**src/rtl/stopwatch_pkg.sv**
```systemverilog
// Shared constants for the stopwatch datapath: default rates, field moduli and field widths.
package stopwatch_pkg;

   localparam int unsigned CLK_FREQ_DEF = 100_000_000;
   localparam int unsigned TICK_HZ_DEF  = 100;

   localparam int unsigned MSEC_MAX_DEF = 100;
   localparam int unsigned SEC_MAX_DEF  = 60;
   localparam int unsigned MIN_MAX_DEF  = 60;
   localparam int unsigned HOUR_MAX_DEF = 24;

   localparam int unsigned MSEC_W = 7;
   localparam int unsigned SEC_W  = 6;
   localparam int unsigned MIN_W  = 6;
   localparam int unsigned HOUR_W = 5;

   // Counter width for a modulus, never narrower than one bit.
   function automatic int unsigned cnt_width(input int unsigned modulus);
      return (modulus > 1) ? $clog2(modulus) : 1;
   endfunction

endpackage

```
**src/rtl/time_counter.sv**
```systemverilog
// Wrap-around field counter; o_carry flags the tick that wraps it so stages can be chained.
module time_counter #(
   parameter int unsigned MAX   = 60,
   parameter int unsigned WIDTH = 6
) (
   input  logic             clk,
   input  logic             reset,
   input  logic             i_tick,
   input  logic             i_clear,
   output logic [WIDTH-1:0] o_cnt,
   output logic             o_carry
);

   localparam logic [WIDTH-1:0] LAST = WIDTH'(MAX - 1);

   logic [WIDTH-1:0] cnt_reg;

   always_ff @(posedge clk or negedge reset) begin
      if (!reset) begin
         cnt_reg <= '0;
      end else if (i_clear) begin
         cnt_reg <= '0;
      end else if (i_tick) begin
         cnt_reg <= (cnt_reg == LAST) ? '0 : cnt_reg + WIDTH'(1);
      end
   end

   assign o_cnt   = cnt_reg;
   assign o_carry = i_tick & (cnt_reg == LAST);

endmodule

```
**src/rtl/stopwatch_dp.sv**
```systemverilog
// Stopwatch datapath: 100 Hz prescaler plus a msec/sec/min/hour counter cascade.
module stopwatch_dp
   import stopwatch_pkg::*;
#(
   parameter int unsigned CLK_FREQ = CLK_FREQ_DEF,
   parameter int unsigned TICK_HZ  = TICK_HZ_DEF,
   parameter int unsigned MSEC_MAX = MSEC_MAX_DEF,
   parameter int unsigned SEC_MAX  = SEC_MAX_DEF,
   parameter int unsigned MIN_MAX  = MIN_MAX_DEF,
   parameter int unsigned HOUR_MAX = HOUR_MAX_DEF
) (
   input  logic              clk,
   input  logic              reset,
   input  logic              i_runstop,
   input  logic              i_clear,
   output logic [MSEC_W-1:0] o_msec,
   output logic [SEC_W-1:0]  o_sec,
   output logic [MIN_W-1:0]  o_min,
   output logic [HOUR_W-1:0] o_hour,
   output logic              o_tick
);

   localparam int unsigned       DIV      = CLK_FREQ / TICK_HZ;
   localparam int unsigned       DIV_W    = cnt_width(DIV);
   localparam logic [DIV_W-1:0]  DIV_LAST = DIV_W'(DIV - 1);

   logic [DIV_W-1:0] div_cnt_reg;
   logic             tick_reg;

   // Pausing holds div_cnt so the sub-tick phase survives a stop/start.
   always_ff @(posedge clk or negedge reset) begin
      if (!reset) begin
         div_cnt_reg <= '0;
         tick_reg    <= 1'b0;
      end else if (i_clear) begin
         div_cnt_reg <= '0;
         tick_reg    <= 1'b0;
      end else if (i_runstop) begin
         if (div_cnt_reg == DIV_LAST) begin
            div_cnt_reg <= '0;
            tick_reg    <= 1'b1;
         end else begin
            div_cnt_reg <= div_cnt_reg + DIV_W'(1);
            tick_reg    <= 1'b0;
         end
      end else begin
         tick_reg <= 1'b0;
      end
   end

   logic msec_carry;
   logic sec_carry;
   logic min_carry;
   logic unused_hour_carry;

   // Counters consume tick_reg regardless of run, so a tick raised on the last run cycle still lands.
   time_counter #(.MAX(MSEC_MAX), .WIDTH(MSEC_W)) u_msec (
      .clk     (clk),
      .reset   (reset),
      .i_tick  (tick_reg),
      .i_clear (i_clear),
      .o_cnt   (o_msec),
      .o_carry (msec_carry)
   );

   time_counter #(.MAX(SEC_MAX), .WIDTH(SEC_W)) u_sec (
      .clk     (clk),
      .reset   (reset),
      .i_tick  (msec_carry),
      .i_clear (i_clear),
      .o_cnt   (o_sec),
      .o_carry (sec_carry)
   );

   time_counter #(.MAX(MIN_MAX), .WIDTH(MIN_W)) u_min (
      .clk     (clk),
      .reset   (reset),
      .i_tick  (sec_carry),
      .i_clear (i_clear),
      .o_cnt   (o_min),
      .o_carry (min_carry)
   );

   time_counter #(.MAX(HOUR_MAX), .WIDTH(HOUR_W)) u_hour (
      .clk     (clk),
      .reset   (reset),
      .i_tick  (min_carry),
      .i_clear (i_clear),
      .o_cnt   (o_hour),
      .o_carry (unused_hour_carry)
   );

   assign o_tick = tick_reg;

endmodule

```
**config.mk**
```make
export PLATFORM = sky130hd
export DESIGN_NAME = stopwatch_dp
export DESIGN_NICKNAME = d
export VERILOG_FILES = /design/src/rtl/stopwatch_pkg.sv /design/src/rtl/time_counter.sv /design/src/rtl/stopwatch_dp.sv
export SDC_FILE = /design/constraint.sdc
export NUM_CORES = 1
export LEC_CHECK = 0
export ABC_CLOCK_PERIOD_IN_PS = 2800
export CAP_MARGIN = 40
export CORE_AREA = 2 2 77 79
export DETAILED_ROUTE_END_ITERATION = 8
export DIE_AREA = 0 0 79 81
export GPL_TIMING_DRIVEN = 0
export PLACE_DENSITY = 0.64
export SETUP_SLACK_MARGIN = 0.02
export SYNTH_ARGS = -nofsm -noshare
export SYNTH_HDL_FRONTEND = slang
export SYNTH_SLANG_ARGS = --single-unit
export TNS_END_PERCENT = 100
```
**constraint.sdc**
```tcl
create_clock -name clk -period 2.8 [get_ports clk]
set_input_delay 0.56 -clock clk [delete_from_list [all_inputs] [get_ports clk]]
set_output_delay 0.56 -clock clk [all_outputs]
set_load 0.02 [all_outputs]
```
==> run_results.csv <==
group,metric,value,unit
sta,setup-violations-final,0,
synth,synth.distinct_cells,43,
power,power_frac_seq,0.540,
final_layout,final_util,0.5179,
final_layout,syn_to_final_growth,20.77,%
final_layout,largest_register_ffs,20,
floorplanning,start_util,0.4288,
global_routing,gr-total-overflow,0,
synth,yosysWarnings,0,
sta,rsz0062_at_grt,"false",
hold_path,min_path_type,"input port to asynchronous set/reset pin",
clock_network,cts_hold_buf,0,
floorplanning,io_pins,29,
sta,layout_min_cycle_time,2.226,ns
global_routing,busiest_layer,"met2",
worst_setup_path,crit_start,"div_cnt_reg[0]$_DFFE_PN0P_",
clock_network,cts_buffers,5,
clock_network,postCtsResizedCells,0,
synth,synth_cells,252,
sta,maxSlewViolCount,0,
power,peakVddDrop,0.2937,mV
clock_network,cts_setup_buffers,0,
drt,wire_per_inst,14.07,um
sta,finalWorstSetupSlack,0.5737,ns
synth,yosys.area_share.simple,0.2977,
drt,via_per_inst,5.382,
synth,netlist_top_cells_count,"dfrtp_1 (45), nor2_1 (44), nand2_1 (25)",
power,cellLeakagePower,1.248,nW
synth,syn-num-nets,261,
power,switchingPower,0.2577,mW
clock_network,clkSinkCount,45,
worst_setup_path,worstPathArrival,2.39,ns
clock_network,clkLatencyLatePin,0.30,ns
sta,fmax,449.2,MHz
place,finalWeightedCongestion,0.8208,
synth,ys_top_cells_by_area,"dfrtp_1 (46%), nor2_1 (6.8%), xor2_1 (5.8%)",
sta,max_slew_margin,0.5022,
sta,post-route-period-util,0.7951,
drt,finalWirelength,5.123,mm
drt,dr.pass1.iters,4,
power,powerDensity,413.1,nW/um^2
sta,hold_violations,0,
final_layout,fin_area,2939,um^2
worst_setup_path,critPathMaxFanout,10,
status,status,"finished, final reports clean",
global_routing,grtUsageMet2,0.2839,
floorplanning,dieHeight,81,um
synth,synth.mux.area_fraction,0.02879,
global_routing,grt_max_degree,27,
place,place_area,2823,um^2
place,place_ws,0.2498,ns
clock_network,cts_buffer_depth,2,
synth,synth_edf_count,0,
synth,synth_seq_cells,45,
floorplanning,coreArea,5675,um^2
power,swShare,0.2123,
floorplanning,die_x,79,um
final_layout,fillers,546,
place,placement.io_buffers,28,
drt,drc,0,
worst_setup_path,crit_end,"div_cnt_reg[11]$_DFFE_PN0P_",
worst_setup_path,crit_type,"flop to flop",
global_routing,grt_use_met3,0.04222,
power,p_clk_frac,0.419,
global_routing,antenna_found_initial,0,
floorplanning,rows,28,
synth,synthArstFlopShare,1.000,
synth,synthAdderAreaFrac,0.02571,
global_routing,grt_pass1_vias,1864,
job,drv_cap,0,
clock_network,clockRootBuffer,"clkbuf_8",
global_routing,track_usage,0.1763,
synth,synth_area,2434,um^2
final_layout,diodes,0,
power,intPower,0.9563,mW
place,hpwlAfterDp,3.752,mm
drt,ant_nets,0,
drt,vias,1959,
synth,yosysTopAreaCellShare,0.4627,
final_layout,drive_gt1_frac,0.06574,
synth,ys_seq_area_frac,0.4627,
synth,yosys.area.top_type,"dfrtp_1",
clock_network,clk_pin_slew,0.09,ns
worst_setup_path,r2r-end,"div_cnt_reg[11]$_DFFE_PN0P_",
drt,drtIter0Drc,97,
sta,worstMarginPinSlew,0.7370,ns
final_layout,nets,297,
sta,fin_worst_skew,0.009305,ns
global_routing,grt_pass1_wl,8.838,mm
worst_setup_path,r2r_slack,0.57,ns
worst_setup_path,worstPathRequired,2.97,ns
worst_setup_path,endpoint_kind,"flop",
worst_setup_path,timing.rr.start,"div_cnt_reg[0]$_DFFE_PN0P_",
power,comb_power_share,0.040,
worst_setup_path,rr_worst_depth,7,
synth,synth_compound_area_frac,0.09203,
synth,syn_area_per_cell,9.657,um^2
synth,synth_flop_cell,"dfrtp_1",
synth,yosys.area_share.xor_xnor,0.07558,
clock_network,cts_tree,"built",
synth,synth_top_family_by_area,"simple AND/OR/NAND/NOR gates",
floorplanning,dieArea,6399,um^2
synth,yosysMostFrequentCell,"dfrtp_1",
global_routing,grt_use_met1,0.2361,
clock_network,htreeDepth,2,
worst_setup_path,critPathLaunchType,"flop",
-- placed cells by master, fill, tap and decap left out, types with 2 or more instances in the layout --
master,Yosys,routed
o21ai_0,8,8
or3_1,4,4
clkbuf_1,5,6
nor4b_1,2,2
xor2_1,16,16
buf_2,1,2
and3_1,2,2
and4_1,2,2
nand3b_4,2,2
nand4_1,13,13
a21oi_1,9,9
o311ai_0,3,3
inv_1,5,5
ha_1,5,5
nand3b_1,2,2
dfrtp_1,45,45
nand2_1,25,25
clkdlybuf4s50_1,0,27
clkbuf_8,0,6
and2_1,2,2
mux2i_1,7,7
nor2_1,44,44
nor3_1,6,6
o211ai_1,3,3
xnor2_1,5,5
nor4_1,2,2
nand3_1,16,16
-- through the flow --
step | cells | hold slack [ns] | setup TNS, ns | power, mW
after global placement | 355 | 0.5302 | -5.030 | 0.7160
after floorplan | 252 | 0.2644 | 0 | 0.6884
after detailed placement | 356 | 0.5491 | 0 | 0.7192
after global routing | 364 | 0.2333 | 0 | 1.269
after CTS | 364 | 0.2203 | 0 | 1.235
final | 364 | 0.2059 | 0 | 1.214
-- worst min path at each step --
stage	start	end	slack, ns	cells past startpoint
final	reset	u_msec.o_cnt[5]$_DFFE_PN0P_	0.21	1
after global routing	reset	u_msec.o_cnt[5]$_DFFE_PN0P_	0.23	1
after CTS	reset	u_msec.o_cnt[5]$_DFFE_PN0P_	0.22	1
after detailed placement	reset	u_msec.o_cnt[5]$_DFFE_PN0P_	0.55	1
after global placement	div_cnt_reg[19]$_DFFE_PN0P_	div_cnt_reg[19]$_DFFE_PN0P_	0.53	2
after floorplan	reset	div_cnt_reg[0]$_DFFE_PN0P_	0.26	0
-- metal layers --
metal	vias up	part of all wire	wire length [um]
li1	974	-	-
met1	942	0.47	2391
met2	37	0.48	2463
met3	6	0.040	205
met4	0	0.012	63
met5	-	0	0
-- power groups by stage --
stage                     Sequential, mW  Combinational [mW]  Clock [mW]
after CTS                          0.656              0.0506       0.528
after detailed placement           0.669              0.0505           0
after global routing               0.657              0.0575       0.554
after global placement             0.669              0.0473           0
final                              0.656              0.0492       0.509
after floorplan                    0.668              0.0207           0
-- area by class of cell --
| class | count | area, um^2 | share of cell area |
|---|---|---|---|
| Buffer | 6 | 23.77 | 0.008089 |
| Timing Repair Buffer | 29 | 295.3 | 0.1005 |
| Clock buffer | 7 | 86.33 | 0.02937 |
| Inverter | 5 | 18.77 | 0.006386 |
| Sequential cell | 45 | 1126 | 0.3831 |
| Tap cell | 75 | 93.84 | 0.03193 |
| Multi-Input combinational cell | 196 | 1265 | 0.4304 |
| Clock inverter | 1 | 30.03 | 0.01022 |
-- logic make-up after synthesis --
logic type	count (synthesis)
and+or+nand+nor	132
adders and majority gates	5
muxes	7
DFF	45
AOI/OAI and AO/OA	31
xor gates and xnor gates	21
buffers and inverters	11
-- critical path, stage by stage, from the launching register on --
cell and delay, ns:
dfrtp_1 0.45, ha_1 0.24, and4_1 0.28, and3_1 0.24
nand4_1 0.13, o21ai_0 0.25, clkbuf_1 0.40, nor2_1 0.10
Note: power is estimated with default switching activity, not from simulation.
